<file path="src/rtl/imem_loader.sv">
// imem_loader: boot-time program loader for the single-cycle MIPS core.
// Takes a framed byte stream (LEN_HI, LEN_LO, N x 4 payload bytes, XOR checksum)
// and writes big-endian 32-bit words into instruction memory from word 0.
// The core stays in reset until a frame passes its length and checksum checks.
// Ports:
//   clk, reset (sync, active-low)        clock and reset
//   start                                one-cycle pulse to begin a load
//   in_valid / in_data / in_ready        byte stream handshake
//   imem_we / imem_addr / imem_wdata     registered instruction-memory write port
//   cpu_reset                            active-high core reset, low only after success
//   busy / done / err / err_code         load status
module imem_loader #(
  parameter int unsigned ADDR_W      = 8,
  parameter int unsigned TIMEOUT_CYC = 1024
) (
  input  logic              clk,
  input  logic              reset,
  input  logic              start,
  input  logic              in_valid,
  input  logic [7:0]        in_data,
  output logic              in_ready,
  output logic              imem_we,
  output logic [ADDR_W-1:0] imem_addr,
  output logic [31:0]       imem_wdata,
  output logic              cpu_reset,
  output logic              busy,
  output logic              done,
  output logic              err,
  output logic [1:0]        err_code
);

  localparam int unsigned IdleW    = $clog2(TIMEOUT_CYC + 1);
  localparam logic [16:0] MaxWords = 17'(2 ** ADDR_W);

  typedef enum logic [2:0] {
    StIdle, StLenHi, StLenLo, StData, StCsum, StDone, StError
  } state_e;

  state_e              state_q, state_d;
  logic [7:0]          len_hi_q, len_hi_d;
  logic [15:0]         len_q, len_d;
  logic [ADDR_W-1:0]   word_idx_q, word_idx_d;
  logic [1:0]          byte_cnt_q, byte_cnt_d;
  logic [23:0]         asm_q, asm_d;
  logic [7:0]          csum_q, csum_d;
  logic [IdleW-1:0]    idle_q, idle_d;
  logic [1:0]          err_code_q, err_code_d;
  logic                we_q, we_d;
  logic [ADDR_W-1:0]   addr_q, addr_d;
  logic [31:0]         wdata_q, wdata_d;
  logic                accept;

  // State register
  always_ff @(posedge clk) begin
    if (!reset) begin
      state_q    <= StIdle;
      len_hi_q   <= '0;
      len_q      <= '0;
      word_idx_q <= '0;
      byte_cnt_q <= '0;
      asm_q      <= '0;
      csum_q     <= '0;
      idle_q     <= '0;
      err_code_q <= '0;
      we_q       <= 1'b0;
      addr_q     <= '0;
      wdata_q    <= '0;
    end else begin
      state_q    <= state_d;
      len_hi_q   <= len_hi_d;
      len_q      <= len_d;
      word_idx_q <= word_idx_d;
      byte_cnt_q <= byte_cnt_d;
      asm_q      <= asm_d;
      csum_q     <= csum_d;
      idle_q     <= idle_d;
      err_code_q <= err_code_d;
      we_q       <= we_d;
      addr_q     <= addr_d;
      wdata_q    <= wdata_d;
    end
  end

  assign accept = in_valid & in_ready;

  // Next-state and datapath
  always_comb begin
    state_d    = state_q;
    len_hi_d   = len_hi_q;
    len_d      = len_q;
    word_idx_d = word_idx_q;
    byte_cnt_d = byte_cnt_q;
    asm_d      = asm_q;
    csum_d     = csum_q;
    idle_d     = idle_q;
    err_code_d = err_code_q;
    we_d       = 1'b0;
    addr_d     = addr_q;
    wdata_d    = wdata_q;

    if (start && (state_q == StIdle || state_q == StDone || state_q == StError)) begin
      state_d    = StLenHi;
      err_code_d = 2'b00;
      csum_d     = '0;
      word_idx_d = '0;
      byte_cnt_d = '0;
      idle_d     = '0;
    end else if (busy) begin
      // Timeout takes priority over a byte arriving on the same cycle.
      if (idle_q == IdleW'(TIMEOUT_CYC)) begin
        state_d    = StError;
        err_code_d = 2'b11;
      end else if (accept) begin
        idle_d = '0;
        case (state_q)
          StLenHi: begin
            len_hi_d = in_data;
            state_d  = StLenLo;
          end
          StLenLo: begin
            len_d = {len_hi_q, in_data};
            if ({1'b0, len_hi_q, in_data} > MaxWords) begin
              state_d    = StError;
              err_code_d = 2'b01;
            end else if ({len_hi_q, in_data} == 16'd0) begin
              state_d = StCsum;
            end else begin
              state_d = StData;
            end
          end
          StData: begin
            csum_d = csum_q ^ in_data;
            if (byte_cnt_q == 2'd3) begin
              we_d       = 1'b1;
              addr_d     = word_idx_q;
              wdata_d    = {asm_q, in_data};
              word_idx_d = word_idx_q + 1'b1;
              byte_cnt_d = 2'd0;
              if (16'(word_idx_q) == len_q - 16'd1) state_d = StCsum;
            end else begin
              asm_d      = {asm_q[15:0], in_data};
              byte_cnt_d = byte_cnt_q + 2'd1;
            end
          end
          StCsum: begin
            if (in_data == csum_q) begin
              state_d = StDone;
            end else begin
              state_d    = StError;
              err_code_d = 2'b10;
            end
          end
          default: ;
        endcase
      end else begin
        idle_d = idle_q + 1'b1;
      end
    end
  end

  // Outputs decoded from the registered state
  always_comb begin
    in_ready  = 1'b0;
    busy      = 1'b0;
    done      = 1'b0;
    err       = 1'b0;
    cpu_reset = 1'b1;
    case (state_q)
      StLenHi, StLenLo, StData, StCsum: begin
        busy     = 1'b1;
        in_ready = 1'b1;
      end
      StDone: begin
        done      = 1'b1;
        cpu_reset = 1'b0;
      end
      StError: err = 1'b1;
      default: ;
    endcase
  end

  assign imem_we    = we_q;
  assign imem_addr  = addr_q;
  assign imem_wdata = wdata_q;
  assign err_code   = err_code_q;

endmodule

</file>
<file path="config.mk">
export PLATFORM = sky130hd
export DESIGN_NAME = imem_loader
export DESIGN_NICKNAME = d
export VERILOG_FILES = /design/src/rtl/imem_loader.sv
export SDC_FILE = /design/constraint.sdc
export NUM_CORES = 1
export LEC_CHECK = 0
export BUFFER_PORTS_ARGS = -buffer_cell sky130_fd_sc_hd__buf_4
export CAP_MARGIN = 20
export CORE_UTILIZATION = 30
export CTS_BUF_LIST = sky130_fd_sc_hd__clkbuf_16
export CTS_CLUSTER_DIAMETER = 50
export DETAILED_ROUTE_END_ITERATION = 10
export PLACE_DENSITY = 0.47
export SLEW_MARGIN = 5
export SYNTH_ARGS = -nofsm -noshare
export SYNTH_HDL_FRONTEND = slang
export SYNTH_SLANG_ARGS = --single-unit
</file>
<file path="constraint.sdc">
create_clock -name clk -period 3.4 [get_ports clk]
set_input_delay 0.68 -clock clk [delete_from_list [all_inputs] [get_ports clk]]
set_output_delay 0.68 -clock clk [all_outputs]
set_load 0.05 [all_outputs]
</file>
# == After elaboration in Yosys (flattened, before gate mapping) ==
# Index checks and enable logic that the tools add are counted.
# op_classes
add_sub_neg,4
magnitude_cmp,1
eq_ne,16
muxes,22
bitwise,9
reduce_logical,24
# op_table
cell,n
$reduce_and A5 Y1,6
$mux W3,6
$eq A8 B16 Y1,1
$gt A16 B9 Y1 const B,1
$logic_not A16 Y1,1
$sub A16 B1 Y16 const B,1
$mux W2,6
$ne A3 B3 Y1 const B,4
$pmux W3 S4,1
$reduce_and A6 Y1,2
$add A11 B1 Y11 const B,1
$eq A11 B11 Y1 const B,1
$mux W11,1
$eq A3 B3 Y1 const B,3
$add A8 B1 Y8 const B,1
$eq A8 B8 Y1,1
$ne A4 B4 Y1 const B,2
$xor A8 B8 Y8,1
$mux W1,7
$not A1 Y1,7
$eq A3 B2 Y1 const B,2
$reduce_bool A3 Y1,2
$reduce_bool A6 Y1,1
$reduce_or A6 Y1,1
14 further kinds,16
# word_totals
reg_bits,123
input_bits,12

# == Longest topological paths before layout ==
# depth
depth_word,9
ltp_mapped,9

# == Least setup slack after synthesis ==
# No wires, ideal clock.
# synth_timing
kind,flip-flop to output port
start,register state_q[2]
end,output port done
t_arrival_ns,1.408
required_ns,2.720
path_slack_ns,1.312
stages_incl_launch_ff,5
cell_sequence,dfxtp_1 -> buf_4 -> nor2b_1 -> nand2_1 -> inv_1
# synth_via
elab_chain_len,2
# synth_lines
item,line_no,source
start: declaration,39,"state_e state_q, state_d;"
start signal: assignment,56,state_q <= StIdle;
start signal: assignment,69,state_q <= state_d;
$eq A3 B3 Y1,168,case (state_q)
$mux W1,168,
end: declaration,27,"output logic done,"
# No other way between the ends.

# == Worst setup path in the final report ==
# layout_timing
start,register state_q[0]
end,output port busy
# layout_via
elab_chain_len,3
word_cells_on_any_way,6
# layout_lines
item,line_no,source
"$eq A3 B1 Y1, or another cell as far along",168,
$reduce_or A4 Y1 (*),168,
$mux W1 (*),168,
end: declaration,26,"output logic busy,"
# Mark *: on every way between the ends. The rest lies on a longest branch, timed or not.

==> impl_metrics.tcl <==
set metrics [dict create \
    vias_per_cell 4.762 \
    clock_latency_ps 420 \
    r2r-start "state_q[0]" \
    max_freq_mhz 389.6 \
    clkTransAtPathRegs_ps 60 \
    cts-root-buf "clkbuf_16" \
    wire_per_inst_um 14.60 \
    skew_ps 8.766 \
    setup_tns_ps 0 \
    hold_ws_ps 464.6 \
    grt_max_degree 73 \
    tightestPinTransition_ps 872.6 \
    dp_hpwl_um 9248 \
    ys_ff_latch 123 \
    final_nets 700 \
    layout-drive-gt1-share_pct 15.95 \
    syn-cell-area_um2 5512 \
    worst_slack_ps 833.3 \
    num_vias 4405 \
    worstHoldPathType "reg2reg" \
    fp.dieH_um 137.5 \
    p_clk_share_pct 48.4 \
    syn_inst 644 \
    critPathLaunchType "flip-flop" \
    track_usage_pct 15.32 \
    max_slew_margin_pct 41.83 \
    ir_worst_vdd_uv 339.9 \
    postCtsHoldBufs 0 \
    layout.cells.non_filler 925 \
    grt_pass1_vias 4211 \
    required_ps 2720 \
    post_cts_buffers 0 \
    combPwrFrac_pct 10.9 \
    ant_nets 0 \
    area_growth_pct 21.20 \
    path_class "reg2out" \
    p_sw_mw 1.004 \
    gp_congestion 0.7722 \
    syn_nets 661 \
    io_pins 60 \
    avgSynthCellArea_um2 8.558 \
    htreeDepth 4 \
    cp-end-kind "output pin" \
    final_hold_viol_count 0 \
    cp_max_fo 12 \
    coreArea_um2 17960 \
    fin_total_pwr_mw 3.715 \
    drt_wl_total_um 13500 \
    crit_arrival_ps 1890 \
    finalSetupViolations 0 \
    cts_tree "built" \
    crit_path_start "state_q[0]" \
    die-area_um2 18920 \
    power.leakage_nw 2.581 \
    dp.cells 893 \
    min_period_ps 2567 \
    slew_viol_final 0 \
    intPower_mw 2.711 \
    outcome "complete, no violations" \
    rows 49 \
    drc 0 \
    ys_types 50 \
    clock_sinks 123 \
    drt-initial-drc-count 139 \
    preCtsSetupSlack_ps 874.0 \
    power.density_nw_per_um2 556.2 \
    yosys_warnings 0 \
    antennaDiodeCount 0 \
    grt_remaining_overflow 0 \
    n_fill_cell 1863 \
    max-cap-violations 0 \
    layout_worst_path_cycle_share_pct 75.49 \
    first_pass_iters 4 \
    portBuffers 59 \
    grt_first_pass_wirelength_um 22230 \
    netSwitchingFraction_pct 27.03 \
    power_frac_seq_pct 40.7 \
    die_w_um 137.5 \
    initial_core_util_pct 30.68 \
    min_from "imem_wdata[25]" \
    cts_inserted_buffers 17 \
    cts_resized 0 \
    synth_seq_area_share_pct 44.68 \
    rsz0062_at_grt "no" \
    clockBufferDepth 2 \
    antenna_found_initial 0 \
]
[metrics by stage]
| step | util (%) | instance area [um2] |
|---|---|---|
| detailed placement | 33.91 | 6091 |
| global placement | 33.91 | 6091 |
| finish | 37.19 | 6680 |
| global route | 37.19 | 6680 |
| CTS | 37.19 | 6680 |
| floorplan | - | 5512 |
[cell families after synthesis]
kind of cell	Yosys count	synth area share [%]
AOI/OAI and AO/OA	108	14.17
xor gates and xnor gates	44	6.992
adders and majority gates	5	1.135
buffers and inverters	54	4.291
DFF	123	44.68
muxes	26	4.745
and+or+nand+nor	284	24.00
[flip-flops by register name, indices dropped and copies added (netlist names)]
signal,count
word_idx_q,8
imem_we,1
asm_q,24
byte_cnt_q,2
imem_wdata,32
csum_q,8
len_hi_q,8
err_code,2
imem_addr,8
state_q,3
idle_q,11
len_q,16
[final cells by class]
cell class              instances  area, um2  share of cell area, %
flip-flops and latches        123       2462                  36.86
clock buffers                  17      425.4                  6.368
clock inverters                15      163.9                  2.454
multi-input cells             467       2813                  42.11
inverters                       7      26.28                 0.3933
well taps                     229      286.5                  4.289
repair buffers                 67      503.0                  7.529
[cells in the final DEF, fill, tap and decap left out, types with 3 or more instances in the layout]
cell,instances
and2_1,6
a21boi_0,65
nand3_1,11
inv_6,4
nand2_1,156
o211ai_1,3
xor2_1,29
nor3_1,6
o21ai_0,9
nor4_1,9
and3_1,3
buf_4,67
clkbuf_16,17
xnor2_1,15
nand4_1,6
nor2b_1,29
clkinvlp_4,4
nor2_1,38
a21oi_1,13
mux2i_1,25
a211oi_1,4
inv_1,7
ha_1,5
dfxtp_1,123
or3_1,5
[power groups by stage]
stage	registers [mW]	clock network, mW	logic [mW]
final	1.51	1.80	0.404
after CTS	1.51	1.84	0.407
after floorplan	1.52	0	0.332
after detailed placement	1.54	0	0.405
after global placement	1.54	0	0.403
after global routing	1.52	1.90	0.444
[cell usage after synthesis (all sizes together)]
master	instances	share of area, %
a211oi	4	0.54
a21boi	66	9.0
a21o	1	0.14
a21oi	13	1.2
a311oi	1	0.27
a31oi	1	0.11
and2	6	0.68
and3	3	0.34
and4	1	0.16
buf	17	1.8
clkbuf	30	2.0
dfxtp	123	45
ha	5	1.1
inv	7	0.48
mux2	1	0.20
mux2i	25	4.5
nand2	156	11
nand3	12	1.2
nand3b	2	0.50
nand4	7	0.91
nand4b	1	0.16
nor2	38	2.6
nor2b	29	3.3
nor3	6	0.54
nor3b	2	0.27
nor4	10	1.2
nor4b	2	0.43
o211ai	3	0.41
o21a	1	0.14
o21ai	11	1.0
o221a	2	0.41
o31a	2	0.32
o31ai	2	0.36
o41ai	1	0.30
or2	2	0.23
or2b	1	0.14
or3	5	0.57
or4	1	0.14
xnor2	15	2.4
xor2	29	4.6
[critical path, cell delays in order, from the launching register on]
cell and delay (ps):
dfxtp_1 620, or3_1 190, and2_1 380, buf_4 280
[metal layers]
metal  global-route usage [%]  wire length [um]
met4                    5.128               125
met1                    20.08              6571
met5                        0                 0
met3                    3.385               488
met2                    24.71              6317
[path summary, 6_finish.rpt]
| path | slack (ps) | endpoint | depth (start not counted) |
|---|---|---|---|
| worst min register to register | 460 | imem_wdata[25] | 2 |
| worst max-delay path | 830 | busy | 3 |
| worst min-delay path | 460 | imem_wdata[25] | 2 |
| worst max register to register | 960 | word_idx_q[2] | 8 |
Note: power is estimated with default switching activity, not from simulation.
